$ cat src/rtl/uart_rx_ctrl.sv
// rtl/uart_rx_ctrl.sv - UART receive controller: enable sequencing, frame detection, byte FIFO, sticky status
module uart_rx_ctrl #(
    parameter int FIFO_DEPTH     = 4,
    parameter int TIMEOUT_CYCLES = 1000
) (
    input  logic                          clk,
    input  logic                          reset,
    input  logic                          ctrl_enable,
    input  logic                          ctrl_flush,
    input  logic                          clr_status,
    input  logic                          rx_valid,
    input  logic                          rx_break,
    input  logic [7:0]                    rx_data,
    output logic                          rx_recv_en,
    output logic                          rd_valid,
    input  logic                          rd_ready,
    output logic [7:0]                    rd_data,
    output logic [$clog2(FIFO_DEPTH):0]   fifo_count,
    output logic                          overflow,
    output logic                          break_seen,
    output logic                          rx_timeout
);

    localparam int AW = $clog2(FIFO_DEPTH);
    localparam int CW = AW + 1;
    localparam logic [CW-1:0] FULL_COUNT  = CW'(FIFO_DEPTH);
    localparam logic [15:0]   TIMEOUT_VAL = 16'(TIMEOUT_CYCLES);

    typedef enum logic [1:0] {
        ST_DISABLED = 2'd0,
        ST_ACTIVE   = 2'd1,
        ST_FLUSH    = 2'd2
    } state_t;

    state_t       state;
    logic         rx_valid_q;
    logic         rx_break_q;
    logic         rx_armed;
    logic [7:0]   mem [FIFO_DEPTH];
    logic [AW-1:0] wr_ptr;
    logic [AW-1:0] rd_ptr;
    logic [15:0]  idle_cnt;

    logic frame_event;
    logic event_taken;
    logic break_event;
    logic push_req;
    logic fifo_full;
    logic do_pop;
    logic do_push;
    logic drop;
    logic idle_clear;
    logic idle_inc;
    logic timeout_hit;

    // Frame detection and FIFO handshake decode. A window that was already
    // open when reset released is ignored: rx_armed only rises once rx_valid
    // has been seen low, so only windows that start after that count.
    always_comb begin
        frame_event = rx_armed & rx_valid_q & ~rx_valid;
        event_taken = frame_event & (state == ST_ACTIVE) & ~ctrl_flush;
        break_event = event_taken & rx_break_q;
        push_req    = event_taken & ~rx_break_q;
        fifo_full   = (fifo_count == FULL_COUNT);
        do_pop      = rd_valid & rd_ready & ~ctrl_flush;
        do_push     = push_req & (~fifo_full | do_pop);
        drop        = push_req & fifo_full & ~do_pop;
        idle_clear  = do_push | do_pop | ctrl_flush | (fifo_count == '0);
        idle_inc    = ~idle_clear & (state == ST_ACTIVE) & (idle_cnt != 16'hFFFF);
        timeout_hit = idle_inc & (idle_cnt == (TIMEOUT_VAL - 16'd1));
    end

    assign rd_valid = (fifo_count != '0);
    assign rd_data  = mem[rd_ptr];

    // Control FSM with registered receiver enable; flush overrides enable changes.
    always_ff @(posedge clk) begin
        if (reset) begin
            state      <= ST_DISABLED;
            rx_recv_en <= 1'b0;
        end else if (ctrl_flush) begin
            state      <= ST_FLUSH;
            rx_recv_en <= 1'b0;
        end else begin
            case (state)
                ST_DISABLED: begin
                    if (ctrl_enable) begin
                        state      <= ST_ACTIVE;
                        rx_recv_en <= 1'b1;
                    end
                end
                ST_ACTIVE: begin
                    if (!ctrl_enable) begin
                        state      <= ST_DISABLED;
                        rx_recv_en <= 1'b0;
                    end
                end
                ST_FLUSH: begin
                    state      <= ctrl_enable ? ST_ACTIVE : ST_DISABLED;
                    rx_recv_en <= ctrl_enable;
                end
                default: begin
                    state      <= ST_DISABLED;
                    rx_recv_en <= 1'b0;
                end
            endcase
        end
    end

    // Delayed copies of the receiver strobes for falling-edge detection.
    always_ff @(posedge clk) begin
        if (reset) begin
            rx_valid_q <= 1'b0;
            rx_break_q <= 1'b0;
            rx_armed   <= 1'b0;
        end else begin
            rx_valid_q <= rx_valid;
            rx_break_q <= rx_break;
            rx_armed   <= rx_armed | ~rx_valid;
        end
    end

    // Byte storage; deliberately not reset, contents only meaningful under rd_valid.
    always_ff @(posedge clk) begin
        if (do_push) begin
            mem[wr_ptr] <= rx_data;
        end
    end

    // Pointers and occupancy; flush empties the FIFO and ignores that cycle's push/pop.
    always_ff @(posedge clk) begin
        if (reset || ctrl_flush) begin
            wr_ptr     <= '0;
            rd_ptr     <= '0;
            fifo_count <= '0;
        end else begin
            if (do_push) begin
                wr_ptr <= wr_ptr + AW'(1);
            end
            if (do_pop) begin
                rd_ptr <= rd_ptr + AW'(1);
            end
            case ({do_push, do_pop})
                2'b10:   fifo_count <= fifo_count + CW'(1);
                2'b01:   fifo_count <= fifo_count - CW'(1);
                default: fifo_count <= fifo_count;
            endcase
        end
    end

    // Saturating idle counter, running only while active with bytes waiting.
    always_ff @(posedge clk) begin
        if (reset || idle_clear) begin
            idle_cnt <= '0;
        end else if (idle_inc) begin
            idle_cnt <= idle_cnt + 16'd1;
        end
    end

    // Sticky status flags; a set in the same cycle as clr_status wins.
    always_ff @(posedge clk) begin
        if (reset) begin
            overflow   <= 1'b0;
            break_seen <= 1'b0;
            rx_timeout <= 1'b0;
        end else begin
            if (drop) begin
                overflow <= 1'b1;
            end else if (clr_status) begin
                overflow <= 1'b0;
            end

            if (break_event) begin
                break_seen <= 1'b1;
            end else if (clr_status) begin
                break_seen <= 1'b0;
            end

            if (timeout_hit) begin
                rx_timeout <= 1'b1;
            end else if (idle_clear || clr_status) begin
                rx_timeout <= 1'b0;
            end
        end
    end

endmodule

$ cat config.mk
export PLATFORM = sky130hd
export DESIGN_NAME = uart_rx_ctrl
export DESIGN_NICKNAME = d
export VERILOG_FILES = /design/src/rtl/uart_rx_ctrl.sv
export SDC_FILE = /design/constraint.sdc
export NUM_CORES = 1
export LEC_CHECK = 0
export ABC_AREA = 1
export CAP_MARGIN = 20
export CORE_MARGIN = 2
export CORE_UTILIZATION = 48
export DETAILED_ROUTE_END_ITERATION = 12
export GPL_TIMING_DRIVEN = 0
export PLACE_DENSITY = 0.7
export SLEW_MARGIN = 20
export SYNTH_ARGS = -nofsm -noshare
export SYNTH_HDL_FRONTEND = slang
export SYNTH_SLANG_ARGS = --single-unit
$ cat constraint.sdc
create_clock -name clk -period 2 [get_ports clk]
set_input_delay 0.5 -clock clk [delete_from_list [all_inputs] [get_ports clk]]
set_output_delay 0.5 -clock clk [all_outputs]
set_load 0.05 [all_outputs]
==> impl_metrics.tcl <==
set metrics [dict create \
    powerDensity_nw_per_um2 673 \
    crit_chain "clkdlybuf4s50_1" \
    ys_seq_area_share_pct 56.6 \
    cts_num_sinks 65 \
    crit_fanout 2 \
    initial_core_util_pct 49.0 \
    seqPwrFrac_pct 52.5 \
    clock_path_buffers 2 \
    irDropWorstVdd_uv 541 \
    routabilityCongestion 0.821 \
    p_leak_nw 1.52 \
    ant_nets 0 \
    synthSimpleGateAreaFrac_pct 21.8 \
    total_power_w 0.00266 \
    hold_violations 0 \
    synthMuxAreaShare_pct 0 \
    synthCells 318 \
    min_path_type "reg -> reg" \
    rows 28 \
    internal_power_w 0.00216 \
    post_drt_wl_per_cell_um 14.1 \
    vias 2352 \
    start_kind "register" \
    placed_area_sq_um 3420 \
    dieArea_sq_um 6600 \
    final_max_slew_viol_count 0 \
    first_pass_iters 4 \
    drt_iter0_markers 172 \
    coreArea_sq_um 5850 \
    skew_ps 9.16 \
    grt_max_degree 11 \
    end_kind "output pin" \
    utilization_pct 67.7 \
    antenna_found_initial 0 \
    gr-total-overflow 0 \
    grt_pass1_vias 2242 \
    final_common_cell "nor2_1" \
    syn_to_final_growth_pct 38.2 \
    final_cell_area_sq_um 3960 \
    p_comb_share_pct 2.6 \
    cpPeakStageDelay_ps 810 \
    path_delay_family "buffers and inverters" \
    grt_first_pass_wirelength_um 10300 \
    maxCapViolCount 0 \
    layout.nets 409 \
    cp_slowest_cell "clkdlybuf4s50_1" \
    drive_gt1_share_pct 30.0 \
    final_cell_mix "nor2_1 (49), nand2_1 (43), edfxtp_1 (32), inv_1 (30)" \
    synthXorXnorAreaFrac_pct 1.83 \
    chipWidth_um 81.2 \
    netlist_area_sq_um 2860 \
    worstSkewPairLatency_ps 330 \
    crit_required_ps 1500 \
    synth_top_family_by_area "simple AND/OR/NAND/NOR gates" \
    via_per_inst 5.06 \
    fmax_mhz 508 \
    ys_warn_count 0 \
    die_h_um 81.2 \
    synth_nets 341 \
    tightest_slew_ps 785 \
    status "complete, no violations" \
    power_frac_clock_pct 44.9 \
    setup_viol 0 \
    clkTransAtPathRegs_ps 70 \
    cp_num_buf_inv 1 \
    synth-seq-cells 65 \
    cts-hold-fix-buffers 0 \
    post-route-drc-count 0 \
    slew_headroom_pct 47.5 \
    synthAdderAreaFrac_pct 3.32 \
    crit_type "reg -> out" \
    p_sw_w 0.000507 \
    period_minus_slack_ps 1970 \
    synth_compound_area_share_pct 10.5 \
    clock-root-buffer "clkbuf_8" \
    switching_share_pct 19.0 \
    grtUsageTotal_pct 20.9 \
    fin_ws_ps 32.1 \
    arrival_ps 1470 \
    syn_area_per_cell_sq_um 9.01 \
    pre_cts_ws_ps -899 \
    hpwl_um 3910 \
    min_period_over_period_pct 98.4 \
    cts_buffers 9 \
    grt_setup_unrepaired "true" \
    htreeDepth 3 \
    cts_tree "yes" \
    synth_cell_types 26 \
    ioPinCount 32 \
    io_buffers 31 \
    wl_um 6540 \
    antennaDiodeCount 0 \
]
## cells in the mapped netlist
cell type  number  area share [%]
nor3_1          9             1.6
dfxtp_1        33              23
o21a_1          1            0.26
a21oi_1        17             3.0
o21ai_0        25             4.4
o22ai_1         8             1.7
edfxtp_1       32              34
nor2_1         56             7.3
clkbuf_1        3            0.39
nand2_1        51             6.7
inv_2           2            0.26
ha_1            6             2.6
xor2_1          3            0.92
nand3_1        15             2.6
fa_1            1            0.70
a21oi_2         1            0.31
nand2_2         4            0.87
nor2_2          2            0.44
inv_1          34             4.5
o21ai_4         1            0.57
nor2_4          2            0.79
xnor2_1         3            0.92
nand2_4         1            0.39
nand4_1         5             1.1
a2111oi_0       1            0.31
buf_6           2            0.79
## state kept, by name (all words and copies together), names as in the netlist, named ones only
register / flops
rx_valid_q: 1
rx_recv_en: 1
wr_ptr: 2
state: 1
mem: 32
rd_ptr: 2
overflow: 1
rx_timeout: 1
rx_break_q: 1
rx_armed: 1
break_seen: 1
idle_cnt: 16
fifo_count: 3
## path summary, 6_finish.rpt
check,startpoint,cells past startpoint,to,slack (ps)
max,rx_timeout$_SDFFE_PP0P_,1,rx_timeout,30
min,rd_ptr[1]$_SDFFE_PP0P_,1,register,430
max reg2reg,fifo_count[0]$_SDFFE_PP0P_,13,idle_cnt[8]$_SDFFE_PP0P_,40
min reg2reg,rd_ptr[1]$_SDFFE_PP0P_,1,register,430
## power by group through the flow
stage	clock [W]	combinational (W)	sequential, W
4_1_cts	0.00122	0.0000680	0.00140
3_3_place_gp	0	0.0000628	0.00143
6_report	0.00120	0.0000694	0.00140
5_1_grt	0.00128	0.0000756	0.00140
3_5_place_dp	0	0.0000631	0.00143
2_1_floorplan	0	0.0000157	0.00143
## kinds of logic (layout without fill, tap and decap cells)
kind of cell	count (synthesis)	in the layout
AOI/OAI and AO/OA	54	54
xor gates and xnor gates	6	6
adders and majority gates	7	7
buffers and inverters	41	113
DFF	65	65
and+or+nand+nor	145	145
## area by class of cell
type | count | area, sq um
clock inverter | 3 | 65.1
buffer | 4 | 40.0
inverter | 36 | 141
sequential | 65 | 1640
tap | 75 | 93.8
fill | 452 | 1890
timing repair buffer | 58 | 533
multi-input combinational | 212 | 1300
clock buffer | 12 | 145
## through the flow
step	setup TNS, ps	hold slack, ps	instances
after CTS	-13.3	424	458
after floorplan	-646	395	318
after detailed placement	-38610	411	424
after global routing	-944	452	465
after global placement	-38220	400	424
final	0	427	465
## metal layers
metal	wire (um)	GRT usage, %
met5	0	0
met1	2800	25.6
met2	3330	36.3
met3	346	3.56
met4	68	8.98
## what timing repair did
action                     in CTS  in global routing
setup endpoints to repair      63                 57
gates resized for setup        78                 44
cloned                          2                  0
setup buffers                  17                  9
pin swaps                      10                 14
Note: power is estimated with default switching activity, not from simulation.
